<file path="src/rtl/bp_be_fe_cmd_issuer.sv">
// Back-end FE command issuer: arbitrates BE events into fe_cmd packets and queues them
// in a small FIFO toward the front-end. Attaboys are best-effort and dropped when they cannot queue.
module bp_be_fe_cmd_issuer #(
  parameter int vaddr_width_p               = 39,
  parameter int branch_metadata_fwd_width_p = 36,
  parameter int fifo_els_p                  = 4,
  localparam int opcode_width_lp  = 4,
  localparam int subop_width_lp   = 3,
  localparam int reason_width_lp  = 2,
  localparam int priv_width_lp    = 2,
  localparam int operand_width_lp = priv_width_lp + 1 + subop_width_lp + reason_width_lp
                                    + branch_metadata_fwd_width_p,
  localparam int fe_cmd_width_lp  = operand_width_lp + vaddr_width_p + opcode_width_lp
) (
  input  logic                                   clk_i,
  input  logic                                   reset_i,

  input  logic                                   state_reset_v_i,
  input  logic                                   redirect_v_i,
  input  logic [subop_width_lp-1:0]              redirect_subop_i,
  input  logic [reason_width_lp-1:0]             redirect_reason_i,
  input  logic [branch_metadata_fwd_width_p-1:0] redirect_metadata_i,
  input  logic [vaddr_width_p-1:0]               npc_i,
  input  logic [priv_width_lp-1:0]               priv_i,
  input  logic                                   translation_en_i,
  input  logic                                   fill_v_i,
  input  logic [opcode_width_lp-1:0]             fill_opcode_i,
  input  logic [operand_width_lp-1:0]            fill_operands_i,
  input  logic                                   fence_v_i,
  input  logic                                   fence_itlb_i,
  input  logic                                   attaboy_v_i,
  input  logic [vaddr_width_p-1:0]               attaboy_pc_i,
  input  logic                                   attaboy_taken_i,
  input  logic [branch_metadata_fwd_width_p-1:0] attaboy_metadata_i,

  output logic                                   state_reset_yumi_o,
  output logic                                   redirect_yumi_o,
  output logic                                   fill_yumi_o,
  output logic                                   fence_yumi_o,

  output logic [fe_cmd_width_lp-1:0]             fe_cmd_o,
  output logic                                   fe_cmd_v_o,
  input  logic                                   fe_cmd_yumi_i,

  output logic                                   cmd_pending_o,
  output logic                                   attaboy_drop_o
);

  localparam logic [opcode_width_lp-1:0] e_op_state_reset     = 4'd0;
  localparam logic [opcode_width_lp-1:0] e_op_pc_redirection  = 4'd1;
  localparam logic [opcode_width_lp-1:0] e_op_icache_fence    = 4'd4;
  localparam logic [opcode_width_lp-1:0] e_op_attaboy         = 4'd5;
  localparam logic [opcode_width_lp-1:0] e_op_itlb_fence      = 4'd8;

  localparam logic [subop_width_lp-1:0]  e_subop_branch_mispredict = 3'd0;

  localparam int ptr_w_lp = $clog2(fifo_els_p);
  localparam int cnt_w_lp = $clog2(fifo_els_p + 1);
  localparam logic [cnt_w_lp-1:0] cnt_max_lp = cnt_w_lp'(fifo_els_p);
  localparam logic [cnt_w_lp-1:0] cnt_one_lp = cnt_w_lp'(1);

  logic [ptr_w_lp:0]          wr_ptr_r, rd_ptr_r;
  logic [fe_cmd_width_lp-1:0] mem_r [fifo_els_p];
  logic [cnt_w_lp-1:0]        cnt_r, cnt_n;
  logic                       pending_r;

  logic full, empty, can_push;
  logic attaboy_push, cmd_push, push, pop;
  logic head_is_cmd;
  logic [fe_cmd_width_lp-1:0] push_pkt;
  logic [reason_width_lp-1:0] reason_g;

  // Wrap bit differs with equal index bits: the buffer has lapped the reader.
  assign empty = (wr_ptr_r == rd_ptr_r);
  assign full  = (wr_ptr_r[ptr_w_lp] != rd_ptr_r[ptr_w_lp])
              && (wr_ptr_r[ptr_w_lp-1:0] == rd_ptr_r[ptr_w_lp-1:0]);

  assign can_push = ~full & ~reset_i;

  assign state_reset_yumi_o = state_reset_v_i & can_push;
  assign redirect_yumi_o    = redirect_v_i & ~state_reset_v_i & can_push;
  assign fill_yumi_o        = fill_v_i & ~state_reset_v_i & ~redirect_v_i & can_push;
  assign fence_yumi_o       = fence_v_i & ~state_reset_v_i & ~redirect_v_i & ~fill_v_i & can_push;

  assign attaboy_push   = attaboy_v_i & ~(state_reset_v_i | redirect_v_i | fill_v_i | fence_v_i)
                        & can_push;
  assign attaboy_drop_o = attaboy_v_i & ~attaboy_push & ~reset_i;

  assign cmd_push = state_reset_yumi_o | redirect_yumi_o | fill_yumi_o | fence_yumi_o;
  assign push     = cmd_push | attaboy_push;
  assign pop      = fe_cmd_yumi_i & ~empty & ~reset_i;

  assign reason_g = (redirect_subop_i == e_subop_branch_mispredict) ? redirect_reason_i : '0;

  // Operand layout, msb first: priv | translation_en | subop | reason | metadata.
  always_comb begin
    push_pkt = '0;
    if (state_reset_v_i) begin
      push_pkt = {priv_i, translation_en_i, {subop_width_lp{1'b0}}, {reason_width_lp{1'b0}},
                  {branch_metadata_fwd_width_p{1'b0}}, npc_i, e_op_state_reset};
    end else if (redirect_v_i) begin
      push_pkt = {priv_i, translation_en_i, redirect_subop_i, reason_g,
                  redirect_metadata_i, npc_i, e_op_pc_redirection};
    end else if (fill_v_i) begin
      push_pkt = {fill_operands_i, npc_i, fill_opcode_i};
    end else if (fence_v_i) begin
      push_pkt = {{operand_width_lp{1'b0}}, npc_i,
                  (fence_itlb_i ? e_op_itlb_fence : e_op_icache_fence)};
    end else if (attaboy_v_i) begin
      push_pkt = {{(priv_width_lp + subop_width_lp + reason_width_lp){1'b0}}, attaboy_taken_i,
                  attaboy_metadata_i, attaboy_pc_i, e_op_attaboy};
    end
  end

  assign fe_cmd_o    = mem_r[rd_ptr_r[ptr_w_lp-1:0]];
  assign fe_cmd_v_o  = ~empty;
  assign head_is_cmd = (fe_cmd_o[opcode_width_lp-1:0] != e_op_attaboy);

  always_comb begin
    cnt_n = cnt_r;
    case ({cmd_push, pop & head_is_cmd})
      2'b10:   cnt_n = cnt_r + cnt_one_lp;
      2'b01:   cnt_n = cnt_r - cnt_one_lp;
      default: cnt_n = cnt_r;
    endcase
  end

  always_ff @(posedge clk_i) begin
    if (reset_i) begin
      wr_ptr_r  <= '0;
      rd_ptr_r  <= '0;
      cnt_r     <= '0;
      pending_r <= 1'b0;
    end else begin
      if (push) wr_ptr_r <= wr_ptr_r + 1'b1;
      if (pop)  rd_ptr_r <= rd_ptr_r + 1'b1;
      cnt_r     <= cnt_n;
      pending_r <= (cnt_n != '0);
    end
  end

  always_ff @(posedge clk_i) begin
    if (push) mem_r[wr_ptr_r[ptr_w_lp-1:0]] <= push_pkt;
  end

  assign cmd_pending_o = pending_r;

  always_ff @(posedge clk_i) begin
    if (!reset_i) begin
      assert (!(fe_cmd_yumi_i && empty));
      assert (!(cmd_push && !(pop && head_is_cmd) && cnt_r == cnt_max_lp));
      assert (!(pop && head_is_cmd && !cmd_push && cnt_r == '0));
    end
  end

endmodule
</file>
<file path="config.mk">
export PLATFORM = sky130hd
export DESIGN_NAME = bp_be_fe_cmd_issuer
export DESIGN_NICKNAME = d
export VERILOG_FILES = /design/src/rtl/bp_be_fe_cmd_issuer.sv
export SDC_FILE = /design/constraint.sdc
export NUM_CORES = 1
export LEC_CHECK = 0
export BUFFER_PORTS_ARGS = -buffer_cell sky130_fd_sc_hd__buf_2
export CAP_MARGIN = 20
export CORE_MARGIN = 3
export CORE_UTILIZATION = 34
export CTS_BUF_LIST = sky130_fd_sc_hd__clkbuf_16
export CTS_CLUSTER_SIZE = 8
export DETAILED_ROUTE_END_ITERATION = 8
export HOLD_SLACK_MARGIN = 0.03
export SYNTH_ARGS = -nofsm -noshare
export SYNTH_HDL_FRONTEND = slang
export SYNTH_SLANG_ARGS = --single-unit
</file>
<file path="constraint.sdc">
create_clock -name clk_i -period 5.8 [get_ports clk_i]
set_input_delay 0.58 -clock clk_i [delete_from_list [all_inputs] [get_ports clk_i]]
set_output_delay 0.58 -clock clk_i [all_outputs]
set_load 0.02 [all_outputs]
</file>
* Yosys cells after proc, flatten, opt, wreduce, memory -nomap -nowiden *
Memory sizes are Yosys's and may differ from the RTL's. A register that Yosys moved wholly into a read port is not among the register bits.
Index checks and enable logic that the tools add are counted.

storage, ports and cells
  flip-flop bits (word level) = 10
  memory bits (writable) = 348
  input bits = 216
  output and inout port bits = 94
  logic and storage cells = 63
  memories = 1

memory list
  name   depth  width  rd ports  clocked after Yosys merged registers in  wr ports  line  RTL
  mem_r  4      87     1         1                                        1         63    logic [fe_cmd_width_lp-1:0] mem_r [fifo_els_p];

cells by class
  add/sub/neg operators = 4
  equality and inequality tests = 6
  mux-type cells = 12
  bitwise logic cells = 33
  reductions and logical operators = 3

operator list
  kind                                                    number
  2-to-1 mux 87 bit                                       3
  2-to-1 mux 80 bit                                       2
  bitwise AND 1 bit                                       18
  adder 3 x 1 -> 3 bit (second input constant)            3
  inverter 1 bit                                          8
  bitwise OR 1 bit                                        7
  2-to-1 mux 2 bit                                        3
  one-hot mux 3 bit (2 select lines)                      1
  2-to-1 mux 4 bit                                        1
  inequality test 4 x 3 -> 1 bit (second input constant)  1
  equality test 3 bit                                     1
  logical NOT 3 bit                                       1
  nonzero test 3 bit                                      1
  subtractor 3 x 1 -> 3 bit (second input constant)       1
  equality test 2 x 1 -> 1 bit (second input constant)    1
  equality test 2 bit                                     1
  equality test 2 bit (second input constant)             1
  2-to-1 mux 1 bit                                        2
  logical AND 1 bit                                       1
  inequality test 1 bit                                   1

* Depth between registers and ports, before layout *
Gate-level depths: netlist of the first run.

  word-level depth = 11
  mapped depth = 11
  mapped depth without buffers = 11

* Worst setup path after synthesis of the first run *
Ideal clock, no wire load.

  kind = input -> register
  start point = input port attaboy_v_i
  end point = memory mem_r[3][0] (netlist bit) (enable)
  setup time = 533 ps
  data arrival time = 4586 ps
  required time = 5267 ps
  path slack = 681 ps
  stages on the path = 3
  path buffers = 1
  path through = clkbuf_1 > o21ai_1 > nor2_1

on the way
  longest elaborated chain between the ends = 5

RTL lines
  what                                    line  RTL
  start: declaration                      31    input logic attaboy_v_i,
  bitwise AND 1 bit                       85    assign attaboy_push = attaboy_v_i & ~(state_reset_v_i | redirect_v_i | fill_v_i | fence_v_i)
  bitwise AND 1 bit                       86    & can_push;
  bitwise OR 1 bit                        90    assign push = cmd_push | attaboy_push;
  2-to-1 mux 1 bit                        143   if (push) mem_r[wr_ptr_r[ptr_w_lp-1:0]] <= push_pkt;
  2-to-1 mux 1 bit (implied by the code)  143
  end: declaration                        63

No other way between the ends.

==> results of run 1 <==
## stage by stage
step	hold WS [ps]	cells	setup slack, ps
after floorplan	457	787	681
after global placement	481	1595	2240
after detailed placement	476	1595	2150
after CTS	307	1670	1710
after global routing	332	1670	1560
final	346	1670	1920
## cell families after synthesis
| group | count (synthesis) | share of synthesized area, % |
|---|---|---|
| XOR/XNOR | 7 | 0.423 |
| AO/OA/AOI/OAI | 56 | 3.48 |
| adder cells (fa/ha/maj) | 7 | 0.656 |
| flip-flops | 360 | 73.8 |
| multiplexers | 90 | 13.8 |
| buffers and inverters | 94 | 2.64 |
| AND/OR/NAND/NOR | 173 | 5.28 |
## layout by cell type, fill, tap and decap left out, drive strengths merged
cell type and n:
a211oi 1, a222oi 36, a221oi 1, nor4 3
nor4bb 1, and2 6, o21ai 4, or2 1
nor2 19, xor2 6, o31ai 2, clkinv 1
a21oi 6, mux4 87, buf 319, a22oi 1
ha 6, or3 5, clkbuf 50, nand2 89
nor2b 2, and3 1, xnor2 1, fa 1
nand2b 1, edfxtp 348, nor3 2, dfxtp 12
nand3 42, a22o 4, inv 68, or4 1
mux2 1, mux2i 2, o211a 1
## state kept, by name (all words and copies together) (netlist names), named ones only
name           cells
cmd_pending_o      1
cnt_r              3
mem_r            348
rd_ptr_r           3
wr_ptr_r           3
## worst max-delay path, stage by stage (launching register included)
cell     delay [ps]
dfxtp_4         920
buf_4           890
mux4_2          630
buf_2           180
## routing by layer
layer | up-vias | part of all wire, % | track usage (%) | routed length [um]
met4 | 0 | 1.4 | 3.44 | 491
met2 | 283 | 49 | 24.7 | 16600
met5 | - | 0 | 0 | 0
li1 | 3802 | - | - | -
met1 | 4209 | 43 | 20.0 | 14700
met3 | 40 | 6.2 | 3.39 | 2100
## cell type report
cell class / count / area [um^2] / area share [%]
clock buffers: 50 / 1250 / 6.94
clock inverters: 25 / 139 / 0.770
inverters: 44 / 165 / 0.916
multi-input cells: 333 / 3450 / 19.2
flip-flops and latches: 360 / 10700 / 59.3
well taps: 539 / 674 / 3.74
repair buffers: 319 / 1650 / 9.13
## final timing paths
check,startpoint,to,cells past startpoint
hold / removal,reset_i,rd_ptr_r[0],2
setup / recovery,flip-flop,fe_cmd_o[42],3
hold reg to reg,cnt_r[2],cnt_r[2],2
setup reg to reg,flip-flop,cmd_pending_o,10
## power by group through the flow
stage	clock network, W	logic [W]	registers, W
after global placement	0	0.00199	0.00355
after global routing	0.00275	0.00209	0.00355
after floorplan	0	0.00136	0.00346
after CTS	0.00265	0.00200	0.00352
after detailed placement	0	0.00200	0.00356
final	0.00256	0.00194	0.00350
==> summary.txt, run 1 <==
Setup violators final: 0
N_diodes: 0
Slew @ Worst Pin: 1000 ps
Leak pwr: 6.85 nW
Top post-synthesis cells by area: edfxtp_1 (72%), mux4_2 (14%), a222oi_1 (2.5%)
Max-cap viol count: 0
Hold bufs inserted after CTS: 0
Layout cell share with drive strength beyond 1: 42.0%
FF-to-FF setup slack: 2450 ps
Avg Inst Size Synth: 18.4 um^2
Dpl cell area: 16600 um^2
CP Max Fanout: 46
Syn Nets: 1010
Yosys cell types: 38
Die area: 45100 um^2
CTS tree: yes
Sequential power share: 43.8%
Initial antenna violation count: 2
Starting DRT DRC Count: 577
VDD IR max: 0.209 mV
Fraction of registers with async set/reset: 0%
Count leader, synth: edfxtp_1
Fin area: 18000 um^2
Crit path kind: reg2out
Vias in the first global route: 8391
Gr ovfl total: 0
Tcrit/Tclk final: 67.0%
Gate power share: 24.3%
Int Pwr: 0.00563 W
Clock skew: 15.2 ps
IO Port Bufs: 309
CTS H-Tree Depth: 2
Starting Density: 34.5%
Switching Fraction: 29.6%
Detailed Place HPWL: 21100 um
Ys Warns: 0
Vias/cell: 4.99
Yosys top cell by area: edfxtp_1
Routed wire length: 33900 um
Clock root cell: clkbuf_16
Clock Pin Slew Worst Setup and Hold Paths: 50 ps
Netlist Area Pre-Place: 14500 um^2
Power per cell area: 444 nW/um^2
Maximum clock insertion buffer count: 3
Synth top area share: 72.1%
HP Class: in2reg
Post-CTS setup buffer count: 0
Fin. max-slew vios: 0
Cts bufs inserted: 50
Worst setup EP type: output pin
Post-synth EDFFs: 348
Final Util: 42.9%
Residual DRC count: 0
Routed Antenna Nets: 0
Fin Setup TNS: 0 ps
Synth Register Bits: 360
Synth Flop Type: edfxtp_1
Wire per inst: 20.3 um
Final hold viol count: 0
Status: finished, final reports clean
Power Total: 0.00799 W
Fill count: 3784
Row count: 75
Largest net degree at the start of global routing: 88
Post-Syn Instances: 787
Post-synthesis sequential area ratio: 73.8%
Die Width: 212 um
Nets: 1331
Die extent in y: 212 um
Syn-to-layout area delta: 24.4%
Minimum clock period: 3880 ps
Clock Latency Late Sink: 580 ps
Global-route wire length before repair: 50200 um
Fmax: 257 MHz
Relative slew slack: 33.1%
Crit start category: flip-flop
Io pins: 310
Vias: 8334
Unrepaired setup endpoints after global routing: false
Post-synth top cells: edfxtp_1 (348), nand2_1 (89), mux4_2 (87)
First-pass DRT Iterations: 9
Req. time, crit path: 5220 ps
P_sw: 0.00236 W
WP data arrival: 3300 ps
Num Clock Sinks: 360
Post-cts repair resize count: 0
Clock share of power: 32.0%
Core region area: 42000 um^2
Final Wtd Congestion: 0.708
Total Routing Usage GR: 14.8%
Power figures use the tool's default switching activity.
==> run 2: changes to the inputs <==
ABC_AREA = 1   (was unset)
clock period = 3.87 ns   (was 5.8 ns; I/O delays follow)
==> summary.txt, run 2 <==
Status: finished, final reports clean
Clock root cell: clkbuf_16
Fin. max-slew vios: 0
Nets: 1728
Synth Flop Type: edfxtp_1
Die area: 46200 um^2
CTS tree: yes
Yosys top cell by area: edfxtp_1
Global-route wire length before repair: 62600 um
Worst setup margin: 629 ps
Power per cell area: 549 nW/um^2
Netlist Area Pre-Place: 14800 um^2
Fmax: 309 MHz
Slew @ Worst Pin: 1060 ps
Vias/cell: 5.11
Leak pwr: 6.98 nW
Final Util: 43.3%
Req. time, crit path: 3480 ps
Yosys cell types: 33
CTS H-Tree Depth: 2
Vias in the first global route: 10600
Post-synth EDFFs: 348
Syn Nets: 1429
CP Buf/Inv Count: 3
Starting Density: 34.9%
CP Max Fanout: 66
Post-synth top cells: edfxtp_1 (348), nor2_1 (188), o21ai_0 (172)
WP data arrival: 2850 ps
Power Total: 0.0101 W
Cts bufs inserted: 51
Clock Latency Late Sink: 570 ps
Routed Antenna Nets: 0
Critical path's slowest cell: buf_4
Tcrit/Tclk final: 83.7%
Post-Place Cells: 2029
Clock Pin Slew Worst Setup and Hold Paths: 50 ps
Wire per inst: 19.9 um
Post-Syn Instances: 1206
Die Width: 215 um
Layout cell share with drive strength beyond 1: 26.0%
VDD IR max: 0.306 mV
First-pass DRT Iterations: 5
IO Port Bufs: 309
CP top delay family: buffers and inverters
Worst setup EP type: output pin
Crit path kind: reg2out
Post-synthesis sequential area ratio: 72.0%
Crit start category: flip-flop
Post-cts repair resize count: 0
Pre-CTS setup slack: 847 ps
Synth top area share: 70.4%
Syn-to-layout area delta: 23.9%
Gr ovfl total: 0
Cell Chain, Critical Path: inv_6, buf_4, o21ai_0, o22ai_1, buf_2
Setup violators final: 0
Vias: 10800
Hold bufs inserted after CTS: 0
Final Wtd Congestion: 0.888
Routed wire length: 41900 um
Num Clock Sinks: 360
Clock skew: 16.3 ps
Avg Inst Size Synth: 12.3 um^2
Ys Warns: 0
Max reg flops: 348
Io pins: 310
Max-cap viol count: 0
HP Class: in2reg
Core region area: 42500 um^2
Count leader, synth: edfxtp_1
Residual DRC count: 0
Commonest non-fill, non-tap cells in the layout: edfxtp_1 (348), buf_2 (309), nor2_1 (184), o21ai_0 (172), nand2_1 (116)
Final hold viol count: 0
Synth Register Bits: 360
Non-filler cells in the finished layout: 2108
Largest net degree at the start of global routing: 88
Total Routing Usage GR: 17.6%
Minimum clock period: 3240 ps
Starting DRT DRC Count: 819
Post-CTS setup buffer count: 0
Maximum clock insertion buffer count: 3
Row count: 75
Top post-synthesis cells by area: edfxtp_1 (70%), o21ai_0 (5.8%), nor2_1 (4.8%)
CP peak stage delay: 610 ps
Die extent in y: 215 um
Most common cell after layout, fill and taps aside: edfxtp_1
Unrepaired setup endpoints after global routing: false
Initial antenna violation count: 4
Fraction of registers with async set/reset: 0%
Relative slew slack: 28.4%
Detailed Place HPWL: 25900 um
## run 2: changes by cell type in the layout (fill, tap and decap cells not counted), moves of 7 or more
cell      previous run  this run
o21ai_0              3       172
nor2_1              17       184
mux4_2              87         0
o22ai_1              0        85
nand3_1             42        91
a222oi_1            36         0
a22o_1               4        39
nand2_1             89       116
inv_1               66        50
buf_4                8        17
o21ai_1              1         8
## run 2: worst paths after layout
check              startpoint       endpoint  slack (ps)  depth (start not counted)
setup / recovery    flip-flop   fe_cmd_o[79]         630                          5
hold reg to reg   rd_ptr_r[1]      flip-flop         540                          2
hold / removal        reset_i    wr_ptr_r[2]         110                          2
setup reg to reg    flip-flop  cmd_pending_o        1180                         13
## run 2: report_power, final
part           switching, W  total [W]  internal [W]
clock network       0.00156    0.00394       0.00238
logic               0.00110    0.00156      0.000465
registers         0.0000656    0.00459       0.00452
## run 2: area by class of cell
type | instances | area [um^2]
diodes | 2 | 5.00
clock buffers | 52 | 1300
clock inverters | 25 | 139
fillers | 3931 | 24100
inverters | 34 | 134
multi-input cells | 729 | 3660
flip-flops and latches | 360 | 10700
well taps | 577 | 722
repair buffers | 329 | 1730
## run 2: cells by family after synthesis
group           Yosys count  share of synthesized area [%]
xor+xnor                  4                          0.236
compound gates          318                           12.6
flops                   360                           72.0
simple gates            400                           11.0
fa+ha+maj                 7                          0.641
buf+inv                 117                           3.54
## run 2: stage by stage
step | TNS [ps] | hold WS [ps] | cell area [um^2]
final | 0 | 106 | 18400
after global routing | 0 | 79.5 | 18400
after CTS | 0 | 67.0 | 18400
after detailed placement | 0 | 531 | 16900
after global placement | 0 | 525 | 16900
after floorplan | -414700 | 489 | 14800
## run 2: worst register-to-register path, stage by stage (launching register included)
cell     delay, ps
dfxtp_4        670
inv_6          260
o21ai_0        230
o22ai_1        120
a31oi_1        180
ha_1           200
inv_1           70
fa_1           380
inv_1           70
nand2_1         50
nand3_1         80
xnor2_1        120
inv_1           70
a31oi_1        120
## run 2: per-layer routing
metal	global-route usage (%)	share of wire, %	routed length (um)	up-vias
met3	5.69	8.8	3660	79
met5	0	0.086	36	-
met2	27.2	45	18800	457
li1	-	-	-	5043
met4	6.50	3.1	1300	6
met1	23.3	43	18100	5196
